===== src/rtl/dl11_multi_uart.sv =====
// Multi-channel DL11-compatible serial line unit on the DCJ11 EXT I/O bank.
// Each channel has RCSR/RBUF/XCSR/XBUF plus RX/TX FIFOs toward the host link.
module dl11_multi_uart #(
  parameter int unsigned NCH   = 2,
  parameter int unsigned DEPTH = 16,
  parameter logic [21:0] BASE0 = 22'o17777560,
  parameter logic [21:0] BASEN = 22'o17776500
) (
  input  logic             clk_x2,
  input  logic             rstb,
  input  logic             bus_init,
  input  logic [21:0]      bus_addr,
  input  logic             bus_ext,
  input  logic             bus_rd,
  input  logic             bus_wr,
  input  logic             bus_byte,
  input  logic [15:0]      bus_wdata,
  output logic [15:0]      bus_rdata,
  output logic             bus_hit,
  input  logic [8*NCH-1:0] rx_data,
  input  logic [NCH-1:0]   rx_valid,
  output logic [NCH-1:0]   rx_ready,
  output logic [8*NCH-1:0] tx_data,
  output logic [NCH-1:0]   tx_valid,
  input  logic [NCH-1:0]   tx_ready,
  output logic [NCH-1:0]   irq_rx,
  output logic [NCH-1:0]   irq_tx
);

  localparam int unsigned AW = $clog2(DEPTH);
  localparam int unsigned PW = AW + 1;

  typedef enum logic [1:0] {REG_RCSR, REG_RBUF, REG_XCSR, REG_XBUF} reg_e;

  logic [7:0]    rx_mem [NCH][DEPTH];
  logic [7:0]    tx_mem [NCH][DEPTH];
  logic [PW-1:0] rx_wr [NCH];
  logic [PW-1:0] rx_rd [NCH];
  logic [PW-1:0] tx_wr [NCH];
  logic [PW-1:0] tx_rd [NCH];
  logic [7:0]    rx_head [NCH];
  logic [7:0]    tx_head [NCH];

  logic [NCH-1:0] rie, xie, err, ovr;
  logic [NCH-1:0] hit_vec, rx_full, rx_empty, tx_full, tx_empty;
  logic [NCH-1:0] rx_push, rx_pop, tx_push, tx_pop, ovr_set, rbuf_rd;

  reg_e        reg_idx;
  logic        wr_en;
  logic [15:0] rd_val;
  logic [21:0] base;
  logic        unused_wdata;

  assign unused_wdata = ^bus_wdata[15:8];

  always_comb begin
    reg_idx  = reg_e'(bus_addr[2:1]);
    // Odd-byte writes land in the unused high byte of every register.
    wr_en    = bus_wr & ~(bus_byte & bus_addr[0]);
    rd_val   = '0;
    base     = '0;
    hit_vec  = '0;
    rx_full  = '0;
    rx_empty = '0;
    tx_full  = '0;
    tx_empty = '0;
    rx_push  = '0;
    rx_pop   = '0;
    tx_push  = '0;
    tx_pop   = '0;
    ovr_set  = '0;
    rbuf_rd  = '0;
    tx_data  = '0;
    for (int unsigned n = 0; n < NCH; n++) begin
      if (n == 0) base = BASE0;
      else        base = BASEN + 22'(8 * (n - 1));
      hit_vec[n]  = bus_ext && (bus_addr[21:3] == base[21:3]);
      rx_empty[n] = (rx_wr[n] == rx_rd[n]);
      rx_full[n]  = (rx_wr[n][AW] != rx_rd[n][AW]) && (rx_wr[n][AW-1:0] == rx_rd[n][AW-1:0]);
      tx_empty[n] = (tx_wr[n] == tx_rd[n]);
      tx_full[n]  = (tx_wr[n][AW] != tx_rd[n][AW]) && (tx_wr[n][AW-1:0] == tx_rd[n][AW-1:0]);
      rx_head[n]  = rx_empty[n] ? 8'h00 : rx_mem[n][rx_rd[n][AW-1:0]];
      tx_head[n]  = tx_mem[n][tx_rd[n][AW-1:0]];
      tx_data[8*n +: 8] = tx_head[n];

      rbuf_rd[n] = bus_rd & hit_vec[n] & (reg_idx == REG_RBUF);
      rx_pop[n]  = rbuf_rd[n] & ~rx_empty[n];
      rx_push[n] = rx_valid[n] & ~rx_full[n];
      ovr_set[n] = rx_valid[n] & rx_full[n];
      tx_pop[n]  = tx_ready[n] & ~tx_empty[n];
      // A simultaneous host pop frees a slot, so a push into a full FIFO still lands.
      tx_push[n] = wr_en & hit_vec[n] & (reg_idx == REG_XBUF) & (~tx_full[n] | tx_pop[n]);

      if (hit_vec[n]) begin
        case (reg_idx)
          REG_RCSR: rd_val = {8'b0, ~rx_empty[n], rie[n], 6'b0};
          REG_RBUF: rd_val = {err[n], ovr[n], 6'b0, rx_head[n]};
          REG_XCSR: rd_val = {8'b0, ~tx_full[n], xie[n], 6'b0};
          default:  rd_val = '0;
        endcase
      end
    end
  end

  assign bus_hit  = |hit_vec;
  assign rx_ready = ~rx_full;
  assign tx_valid = ~tx_empty;
  assign irq_rx   = rie & ~rx_empty;
  assign irq_tx   = xie & ~tx_full;

  always_ff @(posedge clk_x2) begin
    if (!rstb || bus_init) begin
      bus_rdata <= '0;
      rie       <= '0;
      xie       <= '0;
      err       <= '0;
      ovr       <= '0;
      for (int unsigned n = 0; n < NCH; n++) begin
        rx_wr[n] <= '0;
        rx_rd[n] <= '0;
        tx_wr[n] <= '0;
        tx_rd[n] <= '0;
      end
    end else begin
      if (bus_rd) bus_rdata <= rd_val;
      for (int unsigned n = 0; n < NCH; n++) begin
        if (rx_push[n]) rx_wr[n] <= rx_wr[n] + PW'(1);
        if (rx_pop[n])  rx_rd[n] <= rx_rd[n] + PW'(1);
        if (tx_push[n]) tx_wr[n] <= tx_wr[n] + PW'(1);
        if (tx_pop[n])  tx_rd[n] <= tx_rd[n] + PW'(1);
        // A fresh overrun in the same cycle as an RBUF read stays visible.
        if (ovr_set[n]) begin
          err[n] <= 1'b1;
          ovr[n] <= 1'b1;
        end else if (rbuf_rd[n]) begin
          err[n] <= 1'b0;
          ovr[n] <= 1'b0;
        end
        if (wr_en && hit_vec[n]) begin
          if (reg_idx == REG_RCSR) rie[n] <= bus_wdata[6];
          if (reg_idx == REG_XCSR) xie[n] <= bus_wdata[6];
        end
      end
    end
  end

  always_ff @(posedge clk_x2) begin
    for (int unsigned n = 0; n < NCH; n++) begin
      if (rx_push[n]) rx_mem[n][rx_wr[n][AW-1:0]] <= rx_data[8*n +: 8];
      if (tx_push[n]) tx_mem[n][tx_wr[n][AW-1:0]] <= bus_wdata[7:0];
    end
  end

endmodule


===== config.mk =====
export PLATFORM = sky130hd
export DESIGN_NAME = dl11_multi_uart
export DESIGN_NICKNAME = d
export VERILOG_FILES = /design/src/rtl/dl11_multi_uart.sv
export SDC_FILE = /design/constraint.sdc
export NUM_CORES = 1
export LEC_CHECK = 0
export CORE_MARGIN = 4
export CORE_UTILIZATION = 37
export DETAILED_ROUTE_END_ITERATION = 6
export PLACE_DENSITY_LB_ADDON = 0.25
export SYNTH_ARGS = -nofsm -noshare
export SYNTH_HDL_FRONTEND = slang
export SYNTH_SLANG_ARGS = --single-unit

===== constraint.sdc =====
create_clock -name clk_x2 -period 3.1 [get_ports clk_x2]
set_input_delay 0.93 -clock clk_x2 [delete_from_list [all_inputs] [get_ports clk_x2]]
set_output_delay 0.93 -clock clk_x2 [all_outputs]
set_load 0.005 [all_outputs]

==> results.md, run 1 <==
Floorplanning:
- For this configuration, the core starts out at a cell density of a little under two fifths.
- The die covers 0.0669 mm².
- The I/O pin count is roughly 110.
- The area of the placeable core is approximately 0.062 mm².
- The die extent in y is 259 µm.
- The count of standard-cell rows is 91.
- The horizontal extent of the die is 259 µm.

Placement:
- Summing all placed instances gives a cell area of 0.0263 mm².
- Before CTS, the worst setup slack after placement is -610 ps.
- The HPWL after detailed placement is roughly 33 mm.
- The congestion estimate from routability-driven global placement came to roughly 0.78.
- The port buffer count is 91.

Clocking:
- The later-pin clock latency in the skew report is 600 ps.
- The buffer cell driving the clock tree root is clkbuf_16.
- After clock tree synthesis, the clock-pin slew on the worst setup and hold paths is 70 ps.
- The TritonCTS buffer count is 58.
- The clock passes through at most 3 buffers.
- The number of levels the H-tree was split into is 2.
- The clock sink count is ~570.
- TritonCTS built the clock tree.

Timing:
- Setup repair after global routing could not meet its margin everywhere.
- The relative max-transition margin is 57.9%.
- The clock period minus worst slack is 3520 ps.
- The number of failing hold endpoints at the final stage was 0.
- Once routing completed, OpenROAD measured the worst setup slack at -419 ps.
- After routing, the total negative slack on setup checks comes to -5180 ps.
- In the finished design, the share of the clock period the worst path needs comes to 114%.
- The number of max-slew violations in the final report is 0.
- Setup violations remaining at the end of the flow were counted as 18.
- The actual transition at the worst max-transition pin is about 630 ps.
- The maximum achievable frequency is 284 MHz.
- Between clock sinks in the finished design, the worst skew comes to 15.6 ps.

Min path:
- The cell count of the worst hold path is 2.
- The worst hold path belongs to the class reg -> reg.
- In this run the most critical hold path is launched from ovr[1].
- The capture endpoint of the worst hold path is ovr[1].

Logic synthesis:
- The leading area contributor after synthesis is edfxtp_1.
- The sequential-to-total area share from yosys stat is between 70% and 80%.
- edfxtp_1 is the most common cell in the netlist.
- Ranked by total cell area, the synthesized netlist is headed by edfxtp_1 (71%), mux4_2 (12%), mux2i_1 (2.0%).
- Counting flops and latches in the post-synthesis netlist gives between 500 and 600.
- After synthesis the cells add up to 0.0232 mm².
- After synthesis, the largest area contributor takes up 71.3% of total cell area.
- The share of flip-flops with an asynchronous set or reset after synthesis is 0%.
- In the synthesized netlist, the number of instances is 1,246.
- The count of flip-flops with a built-in enable after synthesis is 552.
- The post-synthesis average cell area is 18.7 µm².
- The commonest cells after synthesis are edfxtp_1 (552), mux4_2 (119), nor2_1 (64).
- The synthesized netlist contains 51 unique library cells.
- The number of synthesis warnings is 0.
- The most instantiated flip-flop cell in the synthesis netlist is edfxtp_1.

Setup path:
- The standard cell with the maximum stage delay on the critical path is mux4_2.
- The worst flop-to-flop path startpoint is tx_rd[0][5].
- The worst setup path is launched from a flop.
- The worst register-to-register path has a depth of 22.
- STA puts the critical path data required time at roughly 2200 ps.
- The critical path goes through buf_8 -> buf_12 -> buf_16 -> buf_6 -> mux4_2 -> mux4_2 -> buf_6.
- The critical path data arrival time is roughly 2600 ps.
- The largest driver fanout on the critical path is 5.
- STA classifies the critical path endpoint as an output port.
- The family of cells with the greatest summed delay on the critical path is multiplexers.
- The reg-to-reg critical path endpoint is bus_rdata[7].
- The stage delay of the slowest cell on the critical path is 490 ps.
- The count of buffer and inverter cells on the critical path is 5.
- The worst register-to-register path has a setup slack of -320 ps.
- The critical path start-end classification is reg -> out.

Route:
- The via count is between 10,000 and 15,000.
- The initial DRC count is around 800.
- The sum of routed wire length over all layers is 52.4 mm.
- For this block, wires on met1 add up to 23.7 mm.
- In the detailed route, the total length drawn on met3 is 2.84 mm.
- The routed wirelength normalized by instance count is approximately 22 µm.
- In the detailed route, the total length drawn on met2 is 24.9 mm.
- The number of remaining DRC errors is 0.
- Using the TritonRoute via totals, the vias-per-cell ratio works out to 5.11.
- The number of nets with antenna violations after routing is 0.
- The first detailed-routing pass took 5 iterations.
- The highest metal layer carrying signal wires in the routed design is met4.

Power:
- The post-route total power is 16.7 mW.
- For this design the static power due to leakage is 9.78 nW.
- VDD sags by at most 0.000432 V.
- Dividing total power by cell area gives a power density of 574 mW/mm².

Finish:
- In the final design database the tool counted 1,623 nets.
- Of the cells placed in the final design, the portion with a size suffix greater than 1 is 32.3%.
- The number of antenna cells inserted is 0.
- Once layout is done, the placed cells without fillers occupy 0.0291 mm².
- The final-layout fill cell count is 5,269.
- The area overhead of the layout relative to synthesis is 25.0%.

Global routing:
- The number of global-route vias before repair is 12,800.
- The pin count of the biggest net entering global routing is 37.
- Global routing consumed, over all layers together, 15.7% of the routing resources.
- For this run the aggregate overflow at the end of global routing stands at 0.
- The initial antenna violation count is 0.
- The first global-routing pass estimated ~80 mm of wire.

Status:
- The run finished, with violations left.
- The final reports fail on negative setup slack.

Job:
- The count of maximum capacitance violations is 0.
==> placed cells by master (no fill, tap or decap), types with 12 or more instances in the layout <==
cell type	Yosys	layout
edfxtp_1	552	552
buf_4	12	163
mux4_2	119	119
nor2_1	64	63
clkbuf_16	0	59
clkdlybuf4s50_1	0	58
mux2i_1	47	41
nand2_1	44	40
xor2_1	32	30
buf_12	0	28
nand3_1	26	26
a211oi_1	26	26
inv_1	23	23
and2_1	26	21
ha_1	20	20
buf_6	1	20
clkinv_1	0	19
nor2b_1	17	17
dfxtp_1	15	15
buf_2	24	15
xnor2_1	12	12
and4b_1	12	12
clkinv_2	0	12
==> cells by family after synthesis <==
family,count (synthesis),synth area share [%]
mux,176,14.2
flops,567,72.6
other cells,1,0.0161
fa+ha+maj,20,1.08
xor+xnor,44,1.66
compound gates,96,2.87
buf+inv,101,1.99
simple gates,241,5.62
==> power by group <==
part	switching [mW]	total (mW)	internal (mW)	leakage, nW
Sequential	0.0393	8.54	8.50	5.19
Clock	2.85	6.65	3.80	0.882
Combinational	0.756	1.51	0.754	3.71
==> worst reg2reg max path: cells and delay by family (launching register included) <==
| kind | cells | cell delay, ps |
|---|---|---|
| xor gates and xnor gates | 1 | 150 |
| DFF | 1 | 410 |
| buffers and inverters | 16 | 1990 |
| AOI/OAI and AO/OA | 1 | 120 |
| and+or+nand+nor | 4 | 650 |
==> metal layers <==
layer	vias to the layer above	GRT usage, %
met5	-	0
met4	0	3.51
met3	71	2.82
met2	299	24.9
met1	6425	22.7
li1	5590	-
==> worst max path at each step <==
stage | from | to | slack (ps) | cells after the start
after floorplan | bus_addr[3] | tx_mem[0][224] | -20 | 6
after global placement | bus_addr[3] | bus_hit | -620 | 5
after detailed placement | bus_addr[3] | bus_hit | -610 | 5
after CTS | tx_rd[0][0] | tx_data[4] | -480 | 7
after global routing | tx_rd[0][0] | tx_data[2] | -510 | 7
final | tx_rd[0][0] | tx_data[2] | -420 | 7
==> cell type report <==
class / instances / area, µm² / share of cell area, %
multi-input cells: 583 / 6270 / 21.6
clock buffers: 66 / 1500 / 5.17
inverters: 23 / 86.3 / 0.297
repair buffers: 305 / 2960 / 10.2
flip-flops and latches: 567 / 16900 / 58.1
clock inverters: 43 / 315 / 1.08
well taps: 837 / 1050 / 3.60
==> flip-flops by register name (all words and copies together) (netlist names) <==
signal,flops
xie,2
ovr,2
tx_wr,10
rx_rd,10
rx_wr,10
rie,2
tx_mem,256
rx_mem,256
bus_rdata,9
tx_rd,10
==> timing repair <==
action / 4_1_cts / 5_1_grt
pin swaps: 41 / 26
cloned: 5 / 0
resized for setup: 176 / 41
buffers inserted: 59 / 12
hold buffers: 0 / 0
endpoints found under the setup margin: 25 / 25
==> metrics by stage <==
step                      utilization [%]  hold slack [ps]  std cells
after floorplan                         -              453       1251
after global placement               42.4              467       2243
after detailed placement             42.4              457       2243
after CTS                            46.6              482       2416
after global routing                 46.9              494       2424
final                                46.9              484       2424
(Power assumes the default switching activity.)
==> inputs of run 2 (changes only) <==
--- a/config.mk
+++ b/config.mk
@@ -5,10 +5,12 @@
 export SDC_FILE = /design/constraint.sdc
 export NUM_CORES = 1
 export LEC_CHECK = 0
+export CAP_MARGIN = 0
 export CORE_MARGIN = 4
 export CORE_UTILIZATION = 37
 export DETAILED_ROUTE_END_ITERATION = 6
 export PLACE_DENSITY_LB_ADDON = 0.25
+export SKIP_CTS_REPAIR_TIMING = 1
 export SYNTH_ARGS = -nofsm -noshare
 export SYNTH_HDL_FRONTEND = slang
 export SYNTH_SLANG_ARGS = --single-unit
==> run 2 against run 1 <==
Compared with the run above:
- the run still ends with negative setup slack left
- worst hold slack better by 0.75 ps
- first-iteration DRC count is 6.9% lower
- final cell count is 0.95% lower
- design area is 1.2% lower
- die area stayed put
- wire length is 0.76% lower
- largest cell class unchanged
- largest power group unchanged
==> results.md, run 2 (same netlist as run 1, synthesis figures left out) <==
Status:
- The run finished, with violations left.
- The final reports fail on negative setup slack.

Setup path:
- The largest driver fanout on the critical path is 12 (+7).
- The register-to-register path setup slack is 460 ps (+780 ps).
- Walking the worst path, the cells encountered are buf_6 -> buf_12 -> buf_4 -> mux4_2 -> mux4_2 -> buf_2.
- STA classifies the critical path endpoint as an output port.
- The stage delay of the slowest cell on the critical path is 500 ps (about the same).
- The critical path data arrival time is 2580 ps (about the same).
- The worst setup path is launched from a flop.
- The number of cells on the worst reg-to-reg path is 7 (-68%).
- By startpoint and endpoint, the worst setup path is classified as reg -> out.
- The data required time of the critical path came to 2170 ps (about the same).
- The reg-to-reg critical path endpoint is bus_rdata[6].
- The most frequent cell on the critical path is mux4_2.
- The standard cell with the maximum stage delay on the critical path is mux4_2.
- The worst register-to-register path begins at rx_rd[0][5].

Global routing:
- The initial antenna violation count is 0 (unchanged).
- The number of global-route vias before repair is 12,300 (-3.4%).
- The combined global-route utilization of all metal layers is 15.1% (-0.51 points).
- The pin count of the biggest net entering global routing was 37 (unchanged).
- The global-route wire length before repair was 77.5 mm (-3.0%).
- The total overflow reported by the global router is 0 (unchanged).

Timing:
- The clock period minus worst slack is 3510 ps (-4.45 ps).
- The total of endpoints with negative setup slack in the final report came to 18 (unchanged).
- The maximum achievable frequency was 284 MHz (+0.13%).
- The number of failing hold endpoints at the final stage came to 0 (unchanged).
- The fraction of the cycle the final worst path needs is 113% (-0.14 points).
- The final worst slack is -415 ps (+4.45 ps).
- The actual transition at the worst max-transition pin is 622 ps (-6.88 ps).
- The relative max-transition margin is 58.4% (+0.46 points).
- Setup repair after global routing could not meet its margin everywhere.
- The post-route clock skew is 15.2 ps (-0.411 ps).
- The number of max-slew violations in the final report was 0 (unchanged).

Finish:
- The final standard cell count with taps included and fillers excluded is 2,401 (-0.95%).
- The library cells used most frequently in the layout, excluding fill and tap cells, are edfxtp_1 (552), buf_4 (152), mux4_2 (119).
- The final-layout fill cell count is 5,277 (+0.15%).
- The number of antenna cells inserted is 0 (unchanged).
- From synthesis to final layout, the design area changed by 23.5%.
- The area of combinational cells with multiple inputs is 0.00618 mm² (-1.5%).
- The most frequent standard cell in the layout excluding fill and tap cells is edfxtp_1.
- The total number of nets in the final design is 1,600 (-1.4%).
- The storage element area is 0.0169 mm² (unchanged).
- The proportion of layout cells with a drive suffix above 1 came to 29.9% (-2.3 points).

Placement:
- The port buffer count came to 91 (unchanged).
- The HPWL after detailed placement is 32.9 mm (unchanged).
- The instance count after placement with tap cells included came to 2,243 (unchanged).
- The final weighted congestion of routability-driven global placement is 0.777 (unchanged).

Clocking:
- The TritonCTS buffer count is 58 (unchanged).
- The clock tree from TritonCTS is yes.
- The later-pin clock latency in the skew report is 600 ps (about the same).
- The post-CTS clock slew at the launch and capture registers of the worst setup and hold paths was 70 ps (about the same).
- The buffer cell driving the clock tree root is clkbuf_16.
- The number of levels the H-tree was split into came to 2 (unchanged).
- The maximum clock path buffer count is 3 (unchanged).
- The clock sink count came to 567 (unchanged).

Route:
- The sum of routed wire length over all layers is 52.0 mm (-0.76%).
- The mean number of vias per cell came to 5.12 (+0.18%).
- The number of remaining DRC errors was 0 (unchanged).
- The routed wirelength normalized by instance count was 21.6 µm (+0.19%).
- The number of detailed-route iterations in the first pass was 5 (unchanged).
- The initial DRC count is 766 (-6.9%).
- The via count came to 12,300 (-0.78%).
- The number of nets with antenna violations after routing came to 0 (unchanged).

Min path:
- The class of the tightest hold or removal check is reg -> reg.
- The capture endpoint of the worst hold path is bus_rdata[3].
- The worst hold path startpoint is bus_rdata[3].
- The cell count of the worst hold path is 1 (-1).

Floorplanning:
- The I/O pin count is 106 (unchanged).
- The effective utilization at floorplan is 37.5% (unchanged).
- The floorplan die area came to 0.0669 mm² (unchanged).
- The area of the placeable core came to 0.0619 mm² (unchanged).
- The die extent in y is 259 µm (unchanged).
- The count of standard-cell rows was 91 (unchanged).
- The horizontal extent of the die is 259 µm (unchanged).

Power:
- The largest vdd supply drop came to 0.000432 V (about the same).
- The post-route total power is 16.6 mW (-0.65%).
- The cell area power density was 578 mW/mm² (+0.58%).
- The leakage power total came to 9.71 nW (-0.68%).

Job:
- The count of maximum capacitance violations came to 0 (unchanged).
==> run 2: cell types whose count changed in the layout (fill, tap and decap cells not counted), moves of 4 or more <==
cell,delta
buf_6,-8
buf_16,-4
dlymetal6s2s_1,+12
mux2i_1,+4
buf_4,-11
dlygate4sd2_1,-10
buf_12,-4
a21oi_1,+6
buf_2,-14
clkbuf_2,+16
a21oi_2,-5
==> run 2: how the worst max path moves through the flow <==
stage                      from  cells past startpoint              to  slack, ps
floorplan           bus_addr[3]                      6  tx_mem[0][224]        -20
global placement    bus_addr[3]                      5         bus_hit       -620
detailed placement  bus_addr[3]                      5         bus_hit       -610
CTS                 tx_rd[0][0]                      4      tx_data[4]       -720
global route        tx_rd[0][0]                      6       irq_tx[0]       -500
finish              tx_rd[0][0]                      6      tx_data[6]       -410
==> run 2: report_power, final <==
| group | total [mW] | internal, mW | leakage, nW | switching [mW] |
|---|---|---|---|---|
| Clock | 6.65 | 3.80 | 0.882 | 2.85 |
| Combinational | 1.40 | 0.677 | 3.65 | 0.721 |
| Sequential | 8.54 | 8.50 | 5.19 | 0.0416 |
| Total | 16.6 | 13.0 | 9.71 | 3.61 |
==> run 2: critical path, delay by kind of cell, from the launching register on <==
kind,cells,cell delay (ps)
mux,2,960
flops,1,450
buf+inv,4,570
==> run 2: area by class of cell <==
type | instances | area share, %
Multi-Input combinational cell | 583 | 21.5
Tap cell | 837 | 3.65
Timing Repair Buffer | 282 | 9.41
Clock buffer | 66 | 5.23
Clock inverter | 43 | 1.10
Inverter | 23 | 0.301
Sequential cell | 567 | 58.8
==> run 2: through the flow <==
stage / setup WS, ps / setup TNS, ps / utilization (%) / cell area [µm²] / hold slack, ps
final: -415 / -4370 / 46.3 / 28700 / 485
after CTS: -723 / -14180 / 45.3 / 28100 / 482
after floorplan: -19.2 / -607 / - / 23300 / 453
after global routing: -502 / -6420 / 46.3 / 28700 / 494
after global placement: -616 / -88150 / 42.4 / 26300 / 467
after detailed placement: -610 / -92780 / 42.4 / 26300 / 457
==> run 2: layer usage <==
metal / part of all wire, % / global-route usage, % / vias up
li1: - / - / 5542
met3: 5.6 / 2.64 / 70
met5: 0 / 0 / -
met1: 46 / 22.5 / 6365
met4: 1.8 / 3.31 / 0
met2: 47 / 23.6 / 312
==> inputs of run 3 (changes only) <==
--- a/config.mk
+++ b/config.mk
@@ -6,6 +6,8 @@
 export NUM_CORES = 1
 export LEC_CHECK = 0
 export CAP_MARGIN = 0
+export CELL_PAD_IN_SITES_DETAIL_PLACEMENT = 0
+export CELL_PAD_IN_SITES_GLOBAL_PLACEMENT = 1
 export CORE_MARGIN = 4
 export CORE_UTILIZATION = 37
 export DETAILED_ROUTE_END_ITERATION = 6
==> run 3 against run 2 <==
Compared with the run above:
- the flow still finishes with violations (negative setup slack)
- sequential power about the same
- maximum frequency increased by 1.2%
- critical path type unchanged
- critical endpoint is now tx_data[7]
- sequential share of layout area down 0.27 points
- flip-flop and latch count did not move
- clock power increased by 3%
- global-route usage increased by 0.29 points
- largest power group unchanged
- wire length up 2.2%
==> results.md, run 3 (same netlist as run 1, synthesis figures left out) <==
Status:
- The run finished, with violations left.
- The checks that failed: negative setup slack.

Timing:
- Setup repair after global routing could not meet its margin everywhere.
- The clock period minus worst slack is 3470 ps (-43.2 ps).
- The number of failing hold endpoints at the final stage came to 0 (unchanged).
- The final worst slack is -372 ps (+43.2 ps).
- The total of endpoints with negative setup slack in the final report is 19 (+1).
- The fraction of the cycle the final worst path needs came to 112% (-1.4 points).
- The number of max-slew violations in the final report came to 0 (unchanged).
- The post-route clock skew is 16.0 ps (+0.871 ps).
- The relative max-transition margin is 56.1% (-2.3 points).
- The maximum achievable frequency is 288 MHz (+1.2%).
- The actual transition at the worst max-transition pin was 656 ps (+34.1 ps).

Global routing:
- The combined global-route utilization of all metal layers came to 15.4% (+0.29 points).
- The global-route wire length before repair was 78.6 mm (+1.5%).
- The total overflow reported by the global router came to 0 (unchanged).
- The pin count of the biggest net entering global routing is 37 (unchanged).
- The number of global-route vias before repair is 12,300 (+0.11%).
- The initial antenna violation count is 1 (+1).

Route:
- The number of detailed-route iterations in the first pass is 5 (unchanged).
- The initial DRC count is 718 (-6.3%).
- The mean number of vias per cell was 5.06 (-1.2%).
- The via count is 12,100 (-1.4%).
- The number of remaining DRC errors is 0 (unchanged).
- The number of nets with antenna violations after routing came to 0 (unchanged).
- The sum of routed wire length over all layers is 53.1 mm (+2.2%).
- The routed wirelength normalized by instance count is 22.2 µm (+2.5%).

Clocking:
- The later-pin clock latency in the skew report is 610 ps (about the same).
- The TritonCTS buffer count is 59 (+1.7%).
- The number of levels the H-tree was split into is 2 (unchanged).
- In this run the clock root is driven by a clkbuf_16.
- TritonCTS built the clock tree.
- The maximum clock path buffer count is 3 (unchanged).
- The clock sink count is 567 (unchanged).
- The post-CTS clock slew at the launch and capture registers of the worst setup and hold paths is 60 ps (about the same).

Finish:
- The final design utilization is 46.6% (+0.21 points).
- The total number of nets in the final design is 1,600 (unchanged).
- The final-layout fill cell count came to 5,395 (+2.2%).
- The area of combinational cells with multiple inputs is 0.00621 mm² (+0.59%).
- The storage element area is 0.0169 mm² (unchanged).
- The number of antenna cells inserted is 0 (unchanged).
- The proportion of layout cells with a drive suffix above 1 is 30.3% (+0.37 points).
- The top cell types in the final layout, fill and taps aside, are edfxtp_1 (552), buf_4 (148), mux4_2 (119).
- The area overhead of the layout relative to synthesis is 24.1%.
- The library cell used most frequently in the layout, excluding fill and tap cells, is edfxtp_1.
- The total non-filler cell area in the finished layout was 0.0288 mm² (+0.46%).

Floorplanning:
- The floorplan die area came to 0.0669 mm² (unchanged).
- The area of the placeable core was 0.0619 mm² (unchanged).
- The effective utilization at floorplan is 37.5% (unchanged).
- The I/O pin count was 106 (unchanged).
- The die extent in y was 259 µm (unchanged).
- The count of standard-cell rows came to 91 (unchanged).
- The horizontal extent of the die is 259 µm (unchanged).

Placement:
- The worst-case setup slack after placement is -680 ps (-70.4 ps).
- The HPWL after detailed placement is 33.3 mm (+1.2%).
- The post-detailed-placement cell area is 0.0263 mm² (+0.14%).
- The port buffer count came to 91 (unchanged).
- The final weighted congestion of routability-driven global placement was 0.748 (-3.8%).

Setup path:
- The largest driver fanout on the critical path was 6 (-6).
- The critical path start-end classification is reg -> out.
- The data required time of the critical path is 2170 ps (about the same).
- STA classifies the critical path startpoint as a flop.
- The worst setup path is captured at an output port.
- The critical path data arrival time is 2540 ps (-40 ps).

Job:
- The count of maximum capacitance violations is 0 (unchanged).

Min path:
- The class of the tightest hold or removal check is reg -> reg.

Power:
- The cell area power density is 582 mW/mm² (+0.80%).
- The largest vdd supply drop was 0.000461 V (+6.8%).
- The leakage power total is 9.80 nW (+0.86%).
-- run 3: changes by cell type in the layout (fill, tap and decap cells not counted), moves of 4 or more --
cell / previous run / this run
clkbuf_2: 16 / 12
clkdlybuf4s50_1: 59 / 55
mux2i_4: 0 / 4
buf_4: 152 / 148
dlymetal6s2s_1: 12 / 17
clkinv_1: 19 / 12
buf_12: 24 / 29
-- run 3: worst max-delay path, cell delays in order (launching register included) --
cell	delay, ps
edfxtp_1	430
buf_6	140
clkbuf_16	140
buf_12	130
mux4_2	510
mux4_2	470
clkbuf_2	130
-- run 3: through the flow --
step	total power [mW]	setup TNS (ps)	cells	hold slack (ps)
floorplan	9.37	-607	1251	453
global placement	9.97	-57170	2253	453
detailed placement	9.99	-62630	2253	462
CTS	16.8	-15210	2357	487
global route	17.4	-6560	2395	511
finish	16.8	-4760	2395	482
-- run 3: routing by layer --
layer / vias up / routed length, µm / global-route usage (%) / part of all wire (%)
li1: 5526 / - / - / -
met2: 246 / 25200 / 24.3 / 48
met3: 59 / 2520 / 2.87 / 4.8
met1: 6280 / 24400 / 22.5 / 46
met4: 0 / 931 / 3.69 / 1.8
met5: - / 0 / 0 / 0
-- run 3: cell type report --
type	count	share of cell area, %
clock buffers	68	5.24
clock inverters	36	1.16
inverters	23	0.299
multi-input cells	583	21.5
flip-flops and latches	567	58.5
well taps	837	3.63
repair buffers	281	9.61
-- run 3: path summary, 6_finish.rpt --
kind                         to  depth (start not counted)  slack, ps         start
setup / recovery     tx_data[7]                          6       -370   tx_rd[0][0]
hold reg to reg    bus_rdata[1]                          1        480  bus_rdata[1]
setup reg to reg  tx_mem[0][67]                         11        180   tx_rd[0][0]
hold / removal     bus_rdata[1]                          1        480  bus_rdata[1]
-- run 3: power breakdown --
part	switching, mW	internal, mW	total [mW]
logic	0.725	0.702	1.43
clock network	2.87	3.96	6.83
registers	0.0419	8.50	8.54
